$ cat src/rtl/decoder_pkg.sv
// Shared types and helpers for the registered one-hot decoder with scan mode.
package decoder_pkg;

  typedef enum logic [1:0] {
    IDLE   = 2'd0,
    DIRECT = 2'd1,
    SCAN   = 2'd2
  } state_t;

  localparam int MAX_OUT     = 256;
  localparam int DEF_NUM_OUT = 8;
  localparam int LAST        = DEF_NUM_OUT - 1;

  // Active value for index idx; bits at or above num_out are left 0 and are sliced off by the caller.
  function automatic logic [MAX_OUT-1:0] onehot(input logic [7:0] idx, input int num_out,
                                                input logic active_low);
    logic [MAX_OUT-1:0] v;
    v = '0;
    for (int i = 0; i < MAX_OUT; i++) begin
      if (i < num_out) v[i] = active_low ? (idx != 8'(i)) : (idx == 8'(i));
    end
    return v;
  endfunction

endpackage

$ cat src/rtl/dwell_timer.sv
// Loadable down-counter that parks at zero; zero flags the end of a dwell period.
module dwell_timer #(
  parameter int DWELL_W = 8
) (
  input  logic               clk,
  input  logic               rst,
  input  logic               load,
  input  logic               dec,
  input  logic [DWELL_W-1:0] load_val,
  output logic               zero
);

  logic [DWELL_W-1:0] cnt_reg;

  always_ff @(posedge clk or posedge rst) begin
    if (rst) begin
      cnt_reg <= '0;
    end else if (load) begin
      cnt_reg <= load_val;
    end else if (dec && (cnt_reg != '0)) begin
      cnt_reg <= cnt_reg - DWELL_W'(1);
    end
  end

  assign zero = (cnt_reg == '0);

endmodule

$ cat src/rtl/decoder_scan.sv
// Registered one-hot (or one-cold) decoder with direct index load and autonomous scan.
module decoder_scan
  import decoder_pkg::*;
#(
  parameter int SEL_W      = 3,
  parameter int NUM_OUT    = 8,
  parameter int DWELL_W    = 8,
  parameter bit ACTIVE_LOW = 1'b0
) (
  input  logic               clk,
  input  logic               rst,
  input  logic               en,
  input  logic               mode,
  input  logic               sel_valid,
  input  logic [SEL_W-1:0]   sel,
  input  logic [DWELL_W-1:0] dwell,
  output logic [NUM_OUT-1:0] o,
  output logic [SEL_W-1:0]   idx,
  output logic               wrap,
  output logic               err
);

  localparam logic [SEL_W-1:0]   LAST_SEL = SEL_W'(NUM_OUT - 1);
  localparam logic [NUM_OUT-1:0] O_IDLE   = ACTIVE_LOW ? {NUM_OUT{1'b1}} : {NUM_OUT{1'b0}};

  state_t             state_reg, state_next;
  logic [SEL_W-1:0]   idx_reg, idx_next;
  logic [NUM_OUT-1:0] o_reg, o_next;
  logic               wrap_reg, wrap_next;
  logic               err_reg, err_next;
  logic               tmr_load, tmr_dec, tmr_zero;
  logic               sel_legal;

  // When NUM_OUT fills the index space every sel is legal; avoid a constant compare.
  generate
    if (NUM_OUT >= (1 << SEL_W)) begin : g_full_range
      assign sel_legal = 1'b1;
    end else begin : g_part_range
      assign sel_legal = (sel < SEL_W'(NUM_OUT));
    end
  endgenerate

  dwell_timer #(.DWELL_W(DWELL_W)) u_timer (
    .clk      (clk),
    .rst      (rst),
    .load     (tmr_load),
    .dec      (tmr_dec),
    .load_val (dwell),
    .zero     (tmr_zero)
  );

  always_comb begin
    state_next = state_reg;
    idx_next   = idx_reg;
    wrap_next  = 1'b0;
    err_next   = 1'b0;
    tmr_load   = 1'b0;
    tmr_dec    = 1'b0;
    if (!en) begin
      state_next = IDLE;
    end else begin
      case (state_reg)
        IDLE: begin
          state_next = mode ? SCAN : DIRECT;
          tmr_load   = 1'b1;
        end
        DIRECT: begin
          if (sel_valid) begin
            if (sel_legal) idx_next = sel;
            else           err_next = 1'b1;
          end
          if (mode) begin
            state_next = SCAN;
            tmr_load   = 1'b1;
          end
        end
        SCAN: begin
          if (sel_valid && !sel_legal) err_next = 1'b1;
          if (!mode) begin
            // Leaving scan freezes the counter; a legal sel still lands.
            state_next = DIRECT;
            if (sel_valid && sel_legal) idx_next = sel;
          end else if (sel_valid && sel_legal) begin
            idx_next = sel;
            tmr_load = 1'b1;
          end else if (tmr_zero) begin
            idx_next  = (idx_reg == LAST_SEL) ? '0 : idx_reg + SEL_W'(1);
            wrap_next = (idx_reg == LAST_SEL);
            tmr_load  = 1'b1;
          end else begin
            tmr_dec = 1'b1;
          end
        end
        default: state_next = IDLE;
      endcase
    end
    o_next = (state_next == IDLE) ? O_IDLE
                                  : NUM_OUT'(onehot(8'(idx_next), NUM_OUT, ACTIVE_LOW));
  end

  always_ff @(posedge clk or posedge rst) begin
    if (rst) begin
      state_reg <= IDLE;
      idx_reg   <= '0;
      o_reg     <= O_IDLE;
      wrap_reg  <= 1'b0;
      err_reg   <= 1'b0;
    end else begin
      state_reg <= state_next;
      idx_reg   <= idx_next;
      o_reg     <= o_next;
      wrap_reg  <= wrap_next;
      err_reg   <= err_next;
    end
  end

  assign o    = o_reg;
  assign idx  = idx_reg;
  assign wrap = wrap_reg;
  assign err  = err_reg;

endmodule

$ cat config.mk
export PLATFORM = sky130hd
export DESIGN_NAME = decoder_scan
export DESIGN_NICKNAME = d
export VERILOG_FILES = /design/src/rtl/decoder_pkg.sv /design/src/rtl/dwell_timer.sv /design/src/rtl/decoder_scan.sv
export SDC_FILE = /design/constraint.sdc
export NUM_CORES = 1
export LEC_CHECK = 0
export ABC_CLOCK_PERIOD_IN_PS = 3850
export CELL_PAD_IN_SITES_DETAIL_PLACEMENT = 0
export CELL_PAD_IN_SITES_GLOBAL_PLACEMENT = 1
export CORE_MARGIN = 8
export CORE_UTILIZATION = 40
export CTS_CLUSTER_SIZE = 16
export DETAILED_ROUTE_END_ITERATION = 12
export GPL_TIMING_DRIVEN = 0
export PLACE_DENSITY_LB_ADDON = 0.1
export SYNTH_ARGS = -nofsm -noshare
export SYNTH_HDL_FRONTEND = slang
export SYNTH_SLANG_ARGS = --single-unit
export TNS_END_PERCENT = 50
$ cat constraint.sdc
create_clock -name clk -period 3.85 [get_ports clk]
set_input_delay 0.77 -clock clk [delete_from_list [all_inputs] [get_ports clk]]
set_output_delay 0.77 -clock clk [all_outputs]
set_load 0.05 [all_outputs]
## Word-level counts from Yosys, hierarchy flattened

Index checks and enable logic that the tools add are counted.

- Word-level logic and storage cells: 55
- Bits in registers: 22
- Input port bits: 16

- Eq/ne operators: 10
- Muxes and demuxes: 31
- Add/subtract/negate cells: 2
- Reduce and logical (&&, ||, !) cells: 7

Operator list:

| kind | count |
|---|---|
| 8-bit two-way mux | 3 |
| 3-bit two-way mux | 6 |
| 3-bit == test (second input constant) | 5 |
| 1-bit two-way mux | 15 |
| 8-bit logical NOT | 1 |
| 2-bit two-way mux | 4 |
| 8-bit nonzero test | 1 |
| 8-bit by 1-bit subtractor with 8-bit output (second input constant) | 1 |
| 3-bit by 2-bit == test with 1-bit output (second input constant) | 2 |
| 2-bit case mux with 3 select lines | 1 |
| 3-bit case mux with 2 select lines | 1 |
| 2-bit logical NOT | 2 |
| 3-bit by 1-bit adder with 3-bit output (second input constant) | 1 |
| 3-bit by 1-bit == test with 1-bit output (second input constant) | 1 |
| 3-bit logical NOT | 1 |
| 1-bit case mux with 3 select lines | 1 |
| 2-bit by 1-bit == test with 1-bit output (second input constant) | 1 |
| 2-bit == test (second input constant) | 1 |
| 2-bit nonzero test | 1 |
| 1-bit logical AND | 1 |

## Longest topological paths before layout

Gate-level depths: netlist of the first run.

- Depth after elaboration: 9
- Depth in mapped cells: 9

## By module

A second synthesis of the first run with hierarchy kept.

- Cells, all modules: 138
- Area total of the unflattened synthesis: 1311.3 µm²

Modules (own cells, without submodules):

| module | seq. area each (µm²) | times used | area an instance (µm²) | cells an instance |
|---|---|---|---|---|
| decoder_scan | 350.3 | 1 | 815.8 | 85 |
| dwell_timer | 200.2 | 1 | 495.5 | 53 |

## Worst setup path before layout of the first run

OpenSTA, ideal clock, no wires.

- Path kind: register to register
- Start point: register idx_reg[0], in the netlist idx[0]
- End point: register o_reg[1], in the netlist o[1]
- Setup time: 101 ps
- Setup slack: 1796 ps
- Arrival: 1953 ps
- Path buffers: 0
- Data required time: 3749 ps
- Stages on the path, launching flop included: 8
- Path through: dfrtp_1 ha_1 ha_1 and2_1 a221oi_1 o21a_2 inv_2 nor4_1

- Word-level cells in the longest chain between the ends: 9
- Elaborated cells between the ends (all ways): 11
- Those cells by class: add/sub (1); eq/ne (2); mux (8)

Ends and longest elaborated chain:

| what | RTL line | RTL |
|---|---|---|
| from (decl) | decoder_scan.sv:27 | `logic [SEL_W-1:0] idx_reg, idx_next;` |
| from (signal assigned) | decoder_scan.sv:110 | `idx_reg <= idx_next;` |
| 3-bit by 1-bit adder with 3-bit output or 3-bit == test (tied branches) | decoder_scan.sv:87 | `idx_next = (idx_reg == LAST_SEL) ? '0 : idx_reg + SEL_W'(1);` |
| 3-bit two-way mux (*) | decoder_scan.sv:87 |  |
| 3-bit two-way mux (*) | decoder_scan.sv:86 | `end else if (tmr_zero) begin` |
| 3-bit two-way mux (*) | decoder_scan.sv:83 | `end else if (sel_valid && sel_legal) begin` |
| 3-bit two-way mux (*) | decoder_scan.sv:79 | `if (!mode) begin` |
| 3-bit case mux with 2 select lines (*) | decoder_scan.sv:62 | `case (state_reg)` |
| 3-bit two-way mux (*) | decoder_scan.sv:59 | `if (!en) begin` |
| net idx_next[2] | decoder_scan.sv:27 |  |
| 3-bit by 1-bit == test with 1-bit output (*) | decoder_pkg.sv:20 | `if (i < num_out) v[i] = active_low ? (idx != 8'(i)) : (idx == 8'(i));` |
| 8-bit two-way mux (*) | decoder_scan.sv:97 | `o_next = (state_next == IDLE) ? O_IDLE` |
| net o_next[1] | decoder_scan.sv:28 | `logic [NUM_OUT-1:0] o_reg, o_next;` |
| to (signal assigned) | decoder_scan.sv:111 | `o_reg <= o_next;` |
| to (decl) | decoder_scan.sv:28 |  |

Mark *: on every way through the listed nets, which the timed path passes. The rest lies on a longest branch.
A chain may end at the register's enable or synchronous reset.

## Worst setup path in the final report of the first run

- Start point: register idx_reg[0], in the netlist idx[0]
- End point: output port idx[0]

RTL lines:

| what | RTL line | RTL |
|---|---|---|
| to (decl) | decoder_scan.sv:18 | `output logic [SEL_W-1:0] idx,` |

No word-level cell between the ends.

==> results list, run 1 <==
* Final GP Congestion: 0.790
- The worst register-to-register path has a depth of 8.
- For this run, the total global-route usage over all layers was measured as 0.120.
* H-tree level count: 1
- Initial cell density of the core: 0.423
- Number of buffer and inverter instances along the worst setup path: 1
* Fmax: 426 MHz
- The cell area that synthesis handed to floorplanning was 1290 um^2.
- Setup repair after global routing left no endpoint under its margin.
- Max-cap check violation count: 0
- The flow ran to the end, and the final reports show no timing, DRC or antenna violations.
* Signal arrival time at the worst endpoint: 1.58 ns
- Setup violations remaining at the end of the flow were counted as 0.
- Core Region: 3050 um^2
- Cell chain of the critical path: clkdlybuf4s50_1
- I/O Buffers: 26
- After floorplanning, the core was divided into 20 placement rows.
* Post-synthesis average cell area: 9.56 um^2
- First drt pass iteration count: 4
- Power consumption: 825 uW
- On the worst path, the slowest cell contributes a delay of 0.83 ns.
* Post-layout net count: 190
- Via Count: 1054
- Reg2reg setup slack: 1.64 ns
- Power per Cell Area: 507 nW/um^2
* Share of Yosys cell area claimed by the top area cell type: 0.426
* Endpoint of the worst-slack reg-to-reg timing path: o[7]$_DFF_PP0_
- For this block, the initial DRC count from the detailed router was 50.
- Flops & latches, synth: 22
* Post-synthesis sequential area ratio: 0.426
- Among all flip-flop cells after synthesis, the most frequent one is dfrtp_1.
- Largest net degree at the start of global routing: 23
* Maximum clock insertion buffer count: 2
- Global routing finished with a remaining overflow of 0.
- Post-cts resize count: 0
- In this run the number of cells on the critical path is 1.
- Transition time at the pin with the least slew margin: 0.849 ns
- Antenna violations before repair: 0
- Max_slew headroom: 0.433
* Total I/O pin count: 29
- Startpoint class of the critical path: register
- Wire length of the first global-routing pass: 5110 um
* Worst Setup End Kind: output port
- In this run the remaining antenna-violating nets after routing total 0.
- Root Buffer: clkbuf_4
- Number of endpoints with negative hold slack in the final report: 0
- The die covers 5300 um^2.
- LEAKAGE: 0.673 nW
- TritonCTS built the clock tree.
- Critical Path RT: 3.08 ns
- The final max-slew violation count was 0.
* Clock-pin transition on the worst setup and hold timing paths: 0.12 ns
- After synthesis, the cell types taking the most area are dfrtp_1, ha_1, o21ai_0.
- # DRC: 0
- Number of global-route vias before repair: 1108
- Top delay family on crit path: buffers and inverters
- In this run, post-CTS hold repair placed 0 buffers.
- The startpoint identified for the worst register-to-register timing path is state_reg[0]$_DFF_PP0_.
* Destination of the critical timing path: idx[0]
* Number of vias per cell: 5.07
- In the synthesized netlist the async set-or-reset flop fraction comes to 1.00.
- The floorplan step set the die width to 72.8 um.
* Post-synthesis cell type with the largest combined area: dfrtp_1
- Synthesis produced a netlist whose cell count is 135.
- Worst clock skew on the final layout: 0.00523 ns
- Class of the worst hold path: register to register
- TritonCTS buffer count: 3
* Number of nets produced by synthesis: 159
* Start point of the critical path: idx[0]$_DFF_PP0_
* Critical path type: register to output port
- Counting flops with a built-in enable in the synthesized netlist gives 0.
* Worst path slowest cell: clkdlybuf4s50_1
- Area added between synthesis and finish: 26.2%
- The die is 72.8 um tall.
* Post-Route WL: 2910 um
- Share of post-route cells with drive strength above 1: 0.0915
- Clock Sink Count: 22
- Adding up every negative setup slack in the final design gives 0 ns.
- Detailed placement finished with a half-perimeter wire length of 2270 um.
- The netlist uses 42 different library cells.
- At the later pin of the worst-skew pair, clock insertion delay measures 0.30 ns.
- Maximum net fanout on the critical path: 5
- VDD sags by at most 0.390 mV.
- Dividing the detail-routed wire length by the instance count gives 14.0 um.
- For this run, the number of Yosys warnings is 0.
- Dividing the final minimum period by the clock period gives 0.610.
- Post-layout minimum cycle time: 2.35 ns
* Antenna cells: 0
* Total setup buffers inserted after CTS: 0
-- Yosys cell counts, types with 2 or more instances --
library cell,n
xor2_1,2
nand3_1,4
o21a_1,2
nor4_1,5
nor2b_1,2
ha_1,8
nor2_1,7
xnor2_1,5
a221oi_1,2
and2_1,2
clkbuf_1,3
nand2b_1,5
inv_1,9
nor3_1,4
dfrtp_1,22
o21ai_0,10
nand2_1,11
a21oi_1,8
-- per-layer routing --
layer | wire length (um) | share of wire | GRT usage | vias up
met2 | 1400 | 0.48 | 0.188 | 20
li1 | - | - | - | 537
met1 | 1290 | 0.44 | 0.150 | 495
met5 | 0 | 0 | 0 | -
met4 | 15 | 0.0052 | 0.0311 | 0
met3 | 207 | 0.071 | 0.0467 | 2
-- cell type report --
cell class | instances | area, um^2
buffer | 5 | 23.8
sequential | 22 | 551
clock buffer | 3 | 22.5
tap | 44 | 55.1
inverter | 10 | 37.5
fill | 304 | 1420
timing repair buffer | 26 | 260
multi-input combinational | 98 | 679
-- layout by cell type, fill, tap and decap left out, types with 2 or more instances in the layout --
cell type / synthesis / routed
a21oi_1: 8 / 8
nor4_1: 5 / 5
o21a_1: 2 / 2
inv_1: 9 / 9
xnor2_1: 5 / 5
clkdlybuf4s50_1: 0 / 26
xor2_1: 2 / 2
nand3_1: 4 / 4
ha_1: 8 / 8
a221oi_1: 2 / 2
and2_1: 2 / 2
clkbuf_1: 3 / 3
o21ai_0: 10 / 10
nor2_1: 7 / 7
clkbuf_4: 0 / 3
nand2_1: 11 / 11
nor3_1: 4 / 4
dfrtp_1: 22 / 22
nand2b_1: 5 / 5
nor2b_1: 2 / 2
-- where the power goes --
group / internal (mW) / total [mW] / switching, mW
combinational: 0.150 / 0.395 / 0.245
sequential: 0.279 / 0.326 / 0.0474
clock: 0.0365 / 0.104 / 0.0677
-- through the flow --
step | instance area [um^2] | util | setup slack, ns | hold slack (ns) | cells
2_1_floorplan | 1290 | - | 1.80 | 0.568 | 135
3_3_place_gp | 1610 | 0.526 | 1.27 | 0.602 | 205
3_5_place_dp | 1610 | 0.526 | 1.30 | 0.597 | 205
4_1_cts | 1630 | 0.534 | 1.48 | 0.629 | 208
5_1_grt | 1630 | 0.534 | 1.37 | 0.677 | 208
6_report | 1630 | 0.534 | 1.50 | 0.624 | 208
-- worst min-delay path by stage --
stage	from	to	slack, ns	cells after the start
2_1_floorplan	u_timer.cnt_reg[7]$_DFFE_PP0P_	u_timer.cnt_reg[7]$_DFFE_PP0P_	0.57	2
3_3_place_gp	u_timer.cnt_reg[7]$_DFFE_PP0P_	u_timer.cnt_reg[7]$_DFFE_PP0P_	0.60	2
3_5_place_dp	u_timer.cnt_reg[7]$_DFFE_PP0P_	u_timer.cnt_reg[7]$_DFFE_PP0P_	0.60	2
4_1_cts	u_timer.cnt_reg[7]$_DFFE_PP0P_	u_timer.cnt_reg[7]$_DFFE_PP0P_	0.63	2
5_1_grt	u_timer.cnt_reg[7]$_DFFE_PP0P_	u_timer.cnt_reg[7]$_DFFE_PP0P_	0.68	2
6_report	u_timer.cnt_reg[7]$_DFFE_PP0P_	u_timer.cnt_reg[7]$_DFFE_PP0P_	0.62	2
-- cell families after synthesis --
kind of cell	count (synthesis)	share of synthesized area
and+or+nand+nor	48	0.217
adders and majority gates	8	0.0775
other	1	0.00290
muxes	1	0.00872
DFF	22	0.426
AOI/OAI and AO/OA	33	0.172
buffers and inverters	15	0.0475
xor gates and xnor gates	7	0.0475
Power figures use the tool's default switching activity.
==> run 2, diff against run 1 <==
- ABC_CLOCK_PERIOD_IN_PS: 3850 -> 2000
- CORE_UTILIZATION: 40 -> 34
- clock period: 3.85 -> 2 ns (I/O delays scaled with it)
==> run 2 against run 1 <==
  * Power grew 130%
  * Sequential cell count is the same
  * Sequential share of layout area shrank 4.4 points
  * Sequential power grew 97%
  * Via count grew 8.0%
  * Global-route usage shrank 1.4 points
  * Non-clock buffer count grew 9
  * First-iteration DRC count shrank 6.0%
  * Worst hold slack lost 0.0079 ns
  * Register-to-register slack lost 1.6 ns
  * Clock skew shrank 0.0032 ns
  * Critical path type is now register to register
  * Largest power group unchanged
  * Highest routed layer unchanged
==> results list, run 2 (synthesis results as in run 1) <==
- First drt pass iteration count: 4 (unchanged)
- Power consumption: 1.93 mW (was 825 uW)
- The post-placement cell area was 1610 um^2 (about the same).
* Wirelength per Cell: 14.9 um (was 14.0 um)
* Final Max Slew Viols: 0 (unchanged)
- Setup repair after global routing missed its margin: true (was false).
- TritonCTS clock tree: done (unchanged)
- The diode insertion count for antenna repair is 0 (unchanged).
- Post-route clock period utilization: 0.965
- The core footprint is 3660 um^2 (was 3050 um^2).
- Post-layout minimum cycle time: 1.93 ns
* Via Count: 1138 (was 1054)
- The design area was 1880 um^2 (was 1630 um^2).
- The global-route wire length before repair came to 5360 um (was 5110 um).
- The worst hold-check slack is 0.616 ns (was 0.624 ns).
* Fmax: 518 MHz
- The startpoint of the worst register-to-register path is u_timer.cnt_reg[1]$_DFFE_PP0P_ (was state_reg[0]$_DFF_PP0_).
- Transition time at the pin with the least slew margin: 0.873 ns (was 0.849 ns)
- The ratio of total power to cell area was 1030 nW/um^2 (was 507 nW/um^2).
* Largest net degree at the start of global routing: 23 (unchanged)
* Most frequent cells in the layout: clkdlybuf4s50_1, dfrtp_1, buf_4 (was clkdlybuf4s50_1, dfrtp_1, nand2_1)
- The length in cells of the worst reg-to-reg path was 7 (was 8).
- Endpoint of the worst-slack reg-to-reg timing path: o[1]$_DFF_PP0_ (was o[7]$_DFF_PP0_)
- The number of buffers inserted by port buffering came to 26 (unchanged).
- Critical Path RT: 2.17 ns (was 3.08 ns)
- Most common cell after layout, fill and taps aside: clkdlybuf4s50_1 (unchanged)
- The full die area came to 6030 um^2 (was 5300 um^2).
* Maximum clock insertion buffer count: 2 (unchanged)
- The total number of H-tree levels was 1 (unchanged).
* Number of endpoints with negative hold slack in the final report: 0 (unchanged)
* Total global routing track utilization: 0.107 (was 0.120)
- Final setup violation count: 0 (unchanged)
- The footprint of the multi-input gates came to 816 um^2 (was 679 um^2).
- The clock insertion delay at the later pin of the skew report is 0.26 ns (was 0.30 ns).
- Number of global-route vias before repair: 1205 (was 1108)
- Cell row count: 22 (was 20)
- Total I/O pin count: 29 (unchanged)
* Worst path setup slack after routing: 0.0693 ns (was 1.50 ns)
* Run status: completed (unchanged)
- The clock net sink count is 22 (unchanged).
* Area taken by flip-flops and latches: 553 um^2 (was 551 um^2)
- Iter 0 DRT Violations: 47 (was 50)
- The number of max-cap violations came to 0 (unchanged).
- The capturing element type of the critical path is a register (was output port).
- Overflow after GRT: 0 (unchanged)
- Final-layout fill cell count: 347 (was 304)
- The placement-stage worst setup slack was -0.276 ns (was 1.30 ns).
- Signal arrival time at the worst endpoint: 2.10 ns (was 1.58 ns)
* Clock-pin transition on the worst setup and hold timing paths: 0.08 ns (was 0.12 ns)
* Maximum net fanout on the critical path: 5 (unchanged)
- Worst clock skew on the final layout: 0.00204 ns (was 0.00523 ns)
* Final GP Congestion: 0.755 (was 0.790)
* Critical path type: register to register (was register to output port)
- Max_slew headroom: 0.417 (was 0.433)
* Initial cell density of the core: 0.353 (was 0.423)
* Die span in y: 77.6 um (was 72.8 um)
- Horizontal die dimension: 77.6 um (was 72.8 um)
- The total half-perimeter wirelength after legalization and detailed placement is 2340 um (was 2270 um).
* Startpoint class of the critical path: register (unchanged)
- The number of CTS-inserted buffers came to 3 (unchanged).
- The total length of routed wires is 3320 um (was 2910 um).
- # DRC: 0 (unchanged)
- The worst voltage drop across the vdd grid came to 0.603 mV (was 0.390 mV).
* Root Buffer: clkbuf_8 (was clkbuf_4)
- The synthesis-to-finish area growth is 45.6% (was 26.2%).
* Class of the worst hold path: primary input to async pin (was register to register)
* Post-layout net count: 199 (was 190)
* Number of vias per cell: 5.13 (was 5.07)
* Antenna violations before repair: 0 (unchanged)
* Detail Route Antenna Nets: 0 (unchanged)
- LEAKAGE: 0.760 nW (was 0.673 nW)
- Share of post-route cells with drive strength above 1: 0.293 (was 0.0915)
- The register-to-register path setup slack came to 0.07 ns (was 1.64 ns).
-- run 2: cell types whose count changed in the layout (fill, tap and decap cells not counted), sizes merged --
cell	delta
buf	+11
clkbuf	-1
-- run 2: power by group --
group	switching [mW]	internal, mW
Clock	0.146	0.175
Sequential	0.101	0.541
Combinational	0.569	0.401
Total	0.816	1.12
-- run 2: how the worst max path moves through the flow --
stage                                         startpoint                             end  slack, ns  cells after the start
after floorplan                         idx[0]$_DFF_PP0_                  o[1]$_DFF_PP0_       0.06                      7
after global routing      u_timer.cnt_reg[1]$_DFFE_PP0P_                  o[1]$_DFF_PP0_      -0.05                      7
after detailed placement                       sel_valid                  o[3]$_DFF_PP0_      -0.28                      7
final                     u_timer.cnt_reg[1]$_DFFE_PP0P_                  o[1]$_DFF_PP0_       0.07                      7
after global placement                                en  u_timer.cnt_reg[7]$_DFFE_PP0P_      -0.22                      6
after CTS                         state_reg[1]$_DFF_PP0_                  o[7]$_DFF_PP0_       0.01                      7
-- run 2: layer usage --
layer | wire (um) | global-route usage
met5 | 0 | 0
met4 | 65 | 0.0453
met3 | 131 | 0.0334
met2 | 1570 | 0.182
met1 | 1550 | 0.119
-- run 2: final cells by class --
class / count / share of cell area
Multi-Input combinational cell: 98 / 0.434
Sequential cell: 22 / 0.294
Timing Repair Buffer: 37 / 0.182
Tap cell: 48 / 0.0319
Clock buffer: 4 / 0.0293
Inverter: 10 / 0.0200
Buffer: 3 / 0.00865
-- run 2: repair_timing --
| action | 4_1_cts | 5_1_grt |
|---|---|---|
| pin swaps | 1 | 12 |
| hold buffers | 0 | 0 |
| endpoints found under the setup margin | 17 | 16 |
| hold endpoints to repair | 0 | 0 |
| cloned | 0 | 0 |
| setup buffers | 2 | 9 |
| resized for setup | 6 | 23 |
-- run 2: worst max-delay path, stage by stage, from the launching register on --
cell      delay [ns]
dfrtp_1         0.42
inv_2           0.09
ha_4            0.12
nor3b_4         0.27
and4_4          0.31
a221oi_2        0.07
o21a_2          0.27
nor4_4          0.29
-- run 2: per-stage QoR --
stage	utilization	std cells	TNS, ns
after floorplan	-	135	0
after global placement	0.441	209	-2.51
after detailed placement	0.441	209	-2.95
after CTS	0.466	213	0
after global routing	0.514	222	-0.223
final	0.514	222	0
